==> config.mk <==
export PLATFORM = sky130hd
export DESIGN_NAME = rbzero_spi_tx
export DESIGN_NICKNAME = d
export VERILOG_FILES = /design/src/rtl/rbzero_spi_tx.sv
export SDC_FILE = /design/constraint.sdc
export NUM_CORES = 1
export LEC_CHECK = 0
export ABC_AREA = 0
export CORE_UTILIZATION = 52
export CTS_CLUSTER_DIAMETER = 200
export DETAILED_ROUTE_END_ITERATION = 8
export GPL_TIMING_DRIVEN = 0
export HOLD_SLACK_MARGIN = 0.06
export PLACE_DENSITY = 0.86
export SETUP_SLACK_MARGIN = 0.15
export SLEW_MARGIN = 15
export SYNTH_ARGS = -nofsm -noshare
export SYNTH_HDL_FRONTEND = slang
export SYNTH_SLANG_ARGS = --single-unit
==> constraint.sdc <==
create_clock -name clk -period 6.6 [get_ports clk]
set_clock_uncertainty 0.05 [all_clocks]
set_input_delay 0.66 -clock clk [delete_from_list [all_inputs] [get_ports clk]]
set_output_delay 0.66 -clock clk [all_outputs]
set_load 0.05 [all_outputs]
==> src/rtl/rbzero_spi_tx.sv <==
`timescale 1ns/1ps
// rbzero_spi_tx: SPI mode-0 controller that shifts out a left-aligned frame
// of 1..MAX_BITS bits MSB-first, framed by ss_n. Every output is a flop.
//
// state | meaning
// IDLE  | ready for a request, ss_n high
// SETUP | ss_n low, first bit presented before the first rising SCLK
// HIGH  | SCLK high, receiver samples on the rising edge
// LOW   | SCLK low, next bit presented
// HOLD  | SCLK low after the last bit, ss_n still low
// GAP   | ss_n high for the minimum inter-frame gap, done on first cycle
module rbzero_spi_tx #(
   parameter int MAX_BITS   = 80,
   parameter int HALF_DIV   = 2,
   parameter int GAP_HALVES = 2,
   parameter int LW         = $clog2(MAX_BITS + 1)
) (
   input  logic                clk,
   input  logic                reset,
   input  logic                i_start,
   input  logic [LW-1:0]       i_len,
   input  logic [MAX_BITS-1:0] i_data,
   output logic                o_ready,
   output logic                o_done,
   output logic                o_sclk,
   output logic                o_mosi,
   output logic                o_ss_n
);

   localparam int TW = (HALF_DIV > 1) ? $clog2(HALF_DIV) : 1;
   localparam int GW = (GAP_HALVES > 1) ? $clog2(GAP_HALVES) : 1;
   localparam logic [TW-1:0] T_LAST = TW'(HALF_DIV - 1);
   localparam logic [GW-1:0] G_LAST = GW'(GAP_HALVES - 1);
   localparam logic [LW-1:0] LEN_MAX = LW'(MAX_BITS);

   typedef enum logic [2:0] {
      IDLE, SETUP, HIGH, LOW, HOLD, GAP
   } state_t;

   state_t              state_q;
   logic [MAX_BITS-1:0] shift_q;
   logic [LW-1:0]       cnt_q;
   logic [TW-1:0]       tmr_q;
   logic [GW-1:0]       gap_q;
   logic                ready_q, done_q, sclk_q, mosi_q, ss_n_q;

   logic len_ok;
   logic half_end;

   assign len_ok   = (i_len != '0) && (i_len <= LEN_MAX);
   assign half_end = (tmr_q == T_LAST);

   // Frame sequencer: half-period timer, shift register, bit counter and
   // all outputs are updated together so every output comes from a flop.
   always_ff @(posedge clk or posedge reset) begin
      if (reset) begin
         state_q <= IDLE;
         shift_q <= '0;
         cnt_q   <= '0;
         tmr_q   <= '0;
         gap_q   <= '0;
         ready_q <= 1'b1;
         done_q  <= 1'b0;
         sclk_q  <= 1'b0;
         mosi_q  <= 1'b0;
         ss_n_q  <= 1'b1;
      end else begin
         done_q <= 1'b0;
         if (state_q == IDLE || half_end) tmr_q <= '0;
         else                             tmr_q <= tmr_q + 1'b1;

         case (state_q)
            IDLE: begin
               if (i_start && len_ok) begin
                  shift_q <= i_data;
                  cnt_q   <= i_len;
                  ss_n_q  <= 1'b0;
                  sclk_q  <= 1'b0;
                  mosi_q  <= i_data[MAX_BITS-1];
                  ready_q <= 1'b0;
                  state_q <= SETUP;
               end
            end
            SETUP: begin
               if (half_end) begin
                  sclk_q  <= 1'b1;
                  state_q <= HIGH;
               end
            end
            HIGH: begin
               if (half_end) begin
                  sclk_q <= 1'b0;
                  if (cnt_q == LW'(1)) begin
                     state_q <= HOLD;
                  end else begin
                     // Falling SCLK and the next bit change on the same edge,
                     // leaving a full half period of setup before sampling.
                     shift_q <= {shift_q[MAX_BITS-2:0], 1'b0};
                     mosi_q  <= shift_q[MAX_BITS-2];
                     cnt_q   <= cnt_q - 1'b1;
                     state_q <= LOW;
                  end
               end
            end
            LOW: begin
               if (half_end) begin
                  sclk_q  <= 1'b1;
                  state_q <= HIGH;
               end
            end
            HOLD: begin
               if (half_end) begin
                  ss_n_q  <= 1'b1;
                  mosi_q  <= 1'b0;
                  done_q  <= 1'b1;
                  gap_q   <= G_LAST;
                  state_q <= GAP;
               end
            end
            GAP: begin
               if (half_end) begin
                  if (gap_q == '0) begin
                     ready_q <= 1'b1;
                     state_q <= IDLE;
                  end else begin
                     gap_q <= gap_q - 1'b1;
                  end
               end
            end
            default: begin
               state_q <= IDLE;
               ready_q <= 1'b1;
               ss_n_q  <= 1'b1;
               sclk_q  <= 1'b0;
               mosi_q  <= 1'b0;
            end
         endcase
      end
   end

   assign o_ready = ready_q;
   assign o_done  = done_q;
   assign o_sclk  = sclk_q;
   assign o_mosi  = mosi_q;
   assign o_ss_n  = ss_n_q;

endmodule
==> summary.md, run 1 <==
| Metric | Value |
|---|---|
| First-pass GRT wire length | `17,000 um` |
| Maximum number of pins on one net before global-route repair | `63` |
| Worst slew margin relative to its limit | `64.2%` |
| Setup repair bufs after CTS | `0` |
| Library cell used as clock root buffer | `sky130_fd_sc_hd__clkbuf_8` |
| Maximum clock insertion buffer count | `2` |
| Width of the die | `92.9 um` |
| Post-Layout Cell Count | `676` |
| Drt pass-1 iters | `5` |
| DP Wirelength | `7160 um` |
| Setup repair after global routing missed its margin | `false` |
| Register clock-pin slew on the reported worst setup and hold paths | `90 ps` |
| Clock tree from TritonCTS | `built` |
| Wire length per cell after detailed routing | `15.2 um` |
| Initial antenna violation count | `0` |
| Worst-case register-to-register setup slack | `4140 ps` |
| Post-synthesis net count | `555` |
| Result of the run | `finished clean` |
| Most common cell after layout, fill and taps aside | `sky130_fd_sc_hd__nor2_1` |
| Peak Freq | `0.366 GHz` |
| H-tree lvl count | `3` |
| Wire length after detailed routing | `10,300 um` |
| Total instance count after detailed placement | `660` |
| Final estimated routing congestion in global placement | `0.903` |
| Share of synthesized area occupied by flip-flops and latches | `56.0%` |
| Leakage component of the power | `2.09 nW` |
| Via count of the first global-routing pass | `3,707` |
| Num CTS Buffers | `9` |
| 1st-iter DRT viols | `150` |
| Most used cells in the layout excluding fill and tap cells | `sky130_fd_sc_hd__nor2_1, sky130_fd_sc_hd__dfrtp_1, sky130_fd_sc_hd__clkdlybuf4s50_1` |
| Die outline height | `92.9 um` |
| Post-synthesis area per instance | `9.27 um^2` |
| Critical path type | `in2reg` |
| Starting density of the core | `54.7%` |
| Mapped cell area | `4290 um^2` |
| Worst path required time | `6830 ps` |
| Sinks on Clock Net | `96` |
| Count of flip-flops with a built-in enable after synthesis | `0` |
| Total count of max-transition violations in the final report | `0` |
| Arrival @ worst endpoint | `2960 ps` |
| Hold WC Path Type | `reg2reg` |
| Worst ir drop on vdd | `0.194 mV` |
| Max capacitance violation total | `0` |
| Area growth, synth to finish | `30.4%` |
| Share of final-layout standard cells stronger than drive strength 1 | `8.19%` |
| Highest fanout seen on the critical path | `10` |
| Count of hold-fix buffers inserted at cts | `0` |
| Async SR Flop Fraction | `100%` |
| Part of the cycle the worst path needs | `41.4%` |
| Count of unresolved DRC violations after routing | `0` |
| Shortest period the worst path allows | `2730 ps` |
| Inserted Diodes | `0` |
| Kind of start point of the critical path | `primary input` |
| Remaining antenna violation count after routing | `0` |
| Die Outline Area | `8630 um^2` |
| Fillers | `592` |
| Final core utilization | `71.3%` |
| Total Neg Setup Slack | `0 ps` |
| Number of vias per cell | `5.65` |
| Placement Rows | `32` |
| Least-Margin Pin Slew | `535 ps` |
| Total number of yosys warnings | `0` |
| Clock Latency Late Sink | `370 ps` |
| PD cells | `384 nW/um^2` |
| Number of nets in the layout | `661` |
| Number of distinct library cells after synthesis | `44` |
| Io pins | `95` |
| Quantity of gates resized following cts | `0` |
| Sum of overflow across all layers after global routing | `0` |
| Top_reg_cell synth | `sky130_fd_sc_hd__dfrtp_1` |
| Core region area | `7850 um^2` |
| Synthesized flop and latch total | `96` |
| Final setup vio count | `0` |
| Number of cells produced by synthesis | `463` |
| Port Buf Inserts | `94` |
| CP endpoint kind | `register` |
| All-Layer GR Usage | `25.4%` |
| DR vias | `3,818` |
| Hold Vio Cnt, Final | `0` |
[synth_stat cells, drive strengths merged (3+ instances only)]
cell	count	area share, %
inv	9	0.79
a21oi	6	0.70
nand2	12	1.0
nor2	164	14
or3	4	0.58
o211ai	4	0.82
nand3	7	0.82
o21ai	10	1.3
o22ai	80	12
a211oi	3	0.52
dfrtp	94	55
nor3	3	0.47
o21a	4	0.70
buf	19	3.0
a31oi	3	0.44
nor2b	5	0.73
clkbuf	12	1.0
[metal layers]
metal	global-route usage [%]	vias up	part of all wire (%)
met3	4.93	16	5.6
met1	32.8	1834	43
met4	9.23	0	1.7
met5	0	-	0
met2	42.6	129	50
li1	-	1839	-
[worst paths after layout]
| path | startpoint | to | cells after the start |
|---|---|---|---|
| max reg2reg | cnt_q[1]$_DFFE_PP0P_ | cnt_q[4]$_DFFE_PP0P_ | 8 |
| max | i_len[2] | cnt_q[4]$_DFFE_PP0P_ | 7 |
| min reg2reg | shift_q[23]$_DFFE_PP0P_ | shift_q[23]$_DFFE_PP0P_ | 2 |
| min | shift_q[23]$_DFFE_PP0P_ | shift_q[23]$_DFFE_PP0P_ | 2 |
| max in group asynchronous | reset | o_ss_n$_DFFE_PP1P_ | 3 |
| min in group asynchronous | reset | shift_q[47]$_DFFE_PP0P_ | 2 |
[logic make-up (layout without fill, tap and decap cells)]
kind of cell	after synthesis	after routing	share of synthesized area, %
fa+ha+maj	2	2	0.583
compound gates	121	121	18.9
flops	96	96	56.0
simple gates	204	204	19.7
buf+inv	40	151	4.87
[critical path: stages]
cell and delay (ps):
sky130_fd_sc_hd__clkdlybuf4s50_1 460, sky130_fd_sc_hd__o41a_1 460, sky130_fd_sc_hd__o21a_1 200, sky130_fd_sc_hd__o21ai_2 420, sky130_fd_sc_hd__clkbuf_1 430, sky130_fd_sc_hd__a21oi_1 160
sky130_fd_sc_hd__a21oi_1 170
[power by group]
part | total (mW) | internal [mW] | switching [mW]
combinational | 0.794 | 0.329 | 0.465
clock | 0.401 | 0.189 | 0.212
sequential | 0.954 | 0.812 | 0.142
total | 2.15 | 1.33 | 0.819
[state kept, by name, indices dropped and copies added (netlist names)]
| register | count |
|---|---|
| shift_q | 79 |
| o_done | 1 |
| o_mosi | 1 |
| gap_q | 1 |
| o_ready | 1 |
| o_ss_n | 1 |
| state_q | 3 |
| o_sclk | 1 |
| half_end | 1 |
| cnt_q | 7 |
[per-stage QoR]
step | hold slack [ps] | cell area (um^2) | setup slack (ps) | power, mW
CTS | 459 | 5600 | 3890 | 2.16
global route | 475 | 5600 | 3800 | 2.30
global placement | 428 | 5360 | 2030 | 1.70
finish | 455 | 5600 | 3870 | 2.15
detailed placement | 437 | 5390 | 3540 | 1.75
floorplan | 417 | 4290 | 3390 | 1.50
[area by class of cell]
class                           count  area [um^2]  share of cell area, %
Sequential cell                    96         2400                   42.9
Multi-Input combinational cell    327         1680                   30.0
Timing Repair Buffer               95          968                   17.3
Buffer                             31          175                   3.13
Clock buffer                       11          141                   2.53
Tap cell                          102          128                   2.28
Clock inverter                      5         65.1                   1.16
Inverter                            9         36.3                  0.648
No activity file was read; power rests on OpenSTA's default activity.
==> run 2, diff against run 1 <==
CORE_UTILIZATION = 46   (was 52)
PLACE_DENSITY = 0.81   (was 0.86)
clock period = 2.37 ns   (was 6.6 ns; I/O delays follow)
==> run 2 against run 1 <==
Effect of this change: worst setup slack got worse by 3700 ps; sequential cell count unchanged; die area increased by 13%; register-to-register slack got worse by 4000 ps; power increased to 3.1 times the previous value; clock-buffer cell count decreased by 1; first-iteration DRC count increased by 9.3%; global-route usage decreased by 2.5 points; non-clock buffer count increased by 10; combinational power increased to 3.4 times the previous value.
==> summary.md, run 2 (synthesis gave the netlist of run 1 again) <==
| Metric | Value |
|---|---|
| Result of the run | `finished clean` |
| Met2 routing resource usage after global routing | `38.0% (-4.6 points)` |
| Leakage component of the power | `2.25 nW (+7.6%)` |
| Total instance count after detailed placement | `668 (+1.2%)` |
| Sw power | `2.39 mW (+190%)` |
| Remaining antenna violation count after routing | `0 (unchanged)` |
| Worst Setup SP | `cnt_q[1]$_DFFE_PP0P_` |
| Setup repair after global routing missed its margin | `true` |
| Capturing point of the worst reg2reg path | `shift_q[17]$_DFFE_PP0P_` |
| Drt pass-1 iters | `4 (-1)` |
| First-pass GRT wire length | `17,500 um (+2.8%)` |
| Area growth, synth to finish | `38.1%` |
| Peak Freq | `0.451 GHz` |
| Critical path type | `reg2reg` |
| Number of nets in the layout | `672 (+1.7%)` |
| Library cell used as clock root buffer | `sky130_fd_sc_hd__clkbuf_8` |
| 1st-iter DRT viols | `164 (+9.3%)` |
| Die Outline Area | `9730 um^2 (+13%)` |
| Wire length after detailed routing | `11,100 um (+8.0%)` |
| Placement Rows | `34 (+6.3%)` |
| Arrival @ worst endpoint | `2410 ps (-550 ps)` |
| Number of vias per cell | `5.55 (-1.8%)` |
| Clock Latency Late Sink | `350 ps (-20 ps)` |
| Most used cells in the layout excluding fill and tap cells | `sky130_fd_sc_hd__nor2_1, sky130_fd_sc_hd__dfrtp_1, sky130_fd_sc_hd__clkdlybuf4s50_1` |
| Max capacitance violation total | `0 (unchanged)` |
| Post-Place Setup Slack | `-371 ps (-3910 ps)` |
| Io pins | `95 (unchanged)` |
| GRT met3 Usage | `4.54% (-0.39 points)` |
| Port Buf Inserts | `94 (unchanged)` |
| Maximum clock insertion buffer count | `2 (unchanged)` |
| Worst-case register-to-register setup slack | `150 ps (-3990 ps)` |
| Count of hold-fix buffers inserted at cts | `0 (unchanged)` |
| Hold WC Path Type | `in2async` |
| Worst slew margin relative to its limit | `66.8% (+2.6 points)` |
| Share of final-layout standard cells stronger than drive strength 1 | `12.2% (+4.0 points)` |
| Count of unresolved DRC violations after routing | `0 (unchanged)` |
| Starting density of the core | `48.3% (-6.4 points)` |
| Total count of max-transition violations in the final report | `0 (unchanged)` |
| Inserted Diodes | `0 (unchanged)` |
| Sequential fraction of design power | `40.2% (-4.2 points)` |
| Sum of overflow across all layers after global routing | `0 (unchanged)` |
| Via count of the first global-routing pass | `3,808 (+2.7%)` |
| Flip-flop count of the largest register after layout | `79 (unchanged)` |
| Sinks on Clock Net | `96 (unchanged)` |
| Width of the die | `98.6 um (+6.2%)` |
| Worst Slack Setup Final | `153 ps (-3720 ps)` |
| Core region area | `8890 um^2 (+13%)` |
| Routing usage on met1 | `29.7% (-3.1 points)` |
| Maximum number of pins on one net before global-route repair | `34 (-46%)` |
| PD cells | `1120 nW/um^2 (+190%)` |
| DP Wirelength | `7440 um (+3.9%)` |
| Initial antenna violation count | `0 (unchanged)` |
| Most common cell after layout, fill and taps aside | `sky130_fd_sc_hd__nor2_1` |
| Num CTS Buffers | `9 (unchanged)` |
| Depth of the worst register-to-register path | `9 (+1)` |
| Die outline height | `98.6 um (+6.2%)` |
| Clock share of power | `18.9% (+0.2 points)` |
| Final setup vio count | `0 (unchanged)` |
| Hold Vio Cnt, Final | `0 (unchanged)` |
| Kind of start point of the critical path | `register` |
| Shortest period the worst path allows | `2220 ps` |
| Least-Margin Pin Slew | `496 ps (-38.3 ps)` |
| Worst ir drop on vdd | `0.436 mV (+120%)` |
| Most used routing layer | `met2` |
| All-Layer GR Usage | `22.9% (-2.5 points)` |
| DR vias | `3,839 (+0.55%)` |
| Sw Ratio | `36.1% (-2.0 points)` |
| Worst path required time | `2560 ps (-4270 ps)` |
| Part of the total power dissipated in combinational logic | `40.9% (+3.9 points)` |
| Post-Layout Cell Count | `692 (+2.4%)` |
| Total design power | `6.63 mW (+210%)` |
| H-tree lvl count | `3 (unchanged)` |
| Highest fanout seen on the critical path | `7 (-3)` |
| Register clock-pin slew on the reported worst setup and hold paths | `90 ps (about the same)` |
| Internal Pwr Total | `4.24 mW (+220%)` |
| Largest registers in the final layout | `shift_q (79), cnt_q (7), state_q (3)` |
| Startpoint of the lowest-slack register-to-register path | `cnt_q[1]$_DFFE_PP0P_` |
| Final estimated routing congestion in global placement | `0.935 (+3.6%)` |
| Part of the cycle the worst path needs | `93.5%` |
| CP endpoint kind | `register` |
| Clock tree from TritonCTS | `built` |
| Biggest register | `shift_q` |
| Wire length per cell after detailed routing | `16.0 um (+5.5%)` |
-- run 2: cell type report --
type / count / area, um^2
timing repair buffer: 106 / 1090
inverter: 9 / 37.5
buffer: 30 / 292
fill: 717 / 2960
sequential: 96 / 2400
tap: 108 / 135
multi-input combinational: 328 / 1740
clock buffer: 10 / 128
clock inverter: 5 / 106
-- run 2: what timing repair did --
item	4_1_cts	5_1_grt
resized for setup	25	36
pin swaps	1	6
gates cloned	2	3
endpoints found under the setup margin	79	86
setup buffers	2	3
-- run 2: worst max-delay path by stage --
| stage | endpoint | slack (ps) |
|---|---|---|
| after CTS | shift_q[11]$_DFFE_PP0P_ | 130 |
| after detailed placement | cnt_q[1]$_DFFE_PP0P_ | -370 |
| after floorplan | cnt_q[4]$_DFFE_PP0P_ | 350 |
| final | shift_q[17]$_DFFE_PP0P_ | 150 |
| after global routing | shift_q[17]$_DFFE_PP0P_ | 100 |
| after global placement | cnt_q[1]$_DFFE_PP0P_ | -230 |
-- run 2: power groups by stage --
| stage | clock [mW] | sequential (mW) | combinational (mW) |
|---|---|---|---|
| after floorplan | 0 | 2.66 | 1.52 |
| after detailed placement | 0 | 2.68 | 2.21 |
| after CTS | 1.27 | 2.65 | 2.41 |
| after global routing | 1.35 | 2.74 | 2.97 |
| final | 1.26 | 2.67 | 2.71 |
| after global placement | 0 | 2.64 | 2.10 |
-- run 2: through the flow --
step / setup TNS (ps) / utilization (%) / hold slack [ps] / cell area (um^2)
after floorplan: 0 / - / 328 / 4300
after global placement: -6750 / 60.4 / 427 / 5370
after detailed placement: -13730 / 61.1 / 438 / 5430
after CTS: 0 / 64.9 / 128 / 5770
after global routing: 0 / 66.7 / 119 / 5930
final: 0 / 66.7 / 131 / 5930
-- run 2: routing by layer --
layer / up-vias / routed length, um
met5: - / 0
met1: 1829 / 5000
met2: 124 / 5360
met3: 15 / 510
li1: 1871 / -
met4: 0 / 218
-- run 2: worst max-delay path, cell delays in order, from the launching register on --
cell	delay, ps
sky130_fd_sc_hd__dfrtp_1	400
sky130_fd_sc_hd__inv_2	60
sky130_fd_sc_hd__ha_1	130
sky130_fd_sc_hd__or4b_4	490
sky130_fd_sc_hd__o311ai_4	270
sky130_fd_sc_hd__buf_6	210
sky130_fd_sc_hd__o21ai_4	140
sky130_fd_sc_hd__buf_4	200
sky130_fd_sc_hd__nor2_1	120
sky130_fd_sc_hd__nor2_1	50
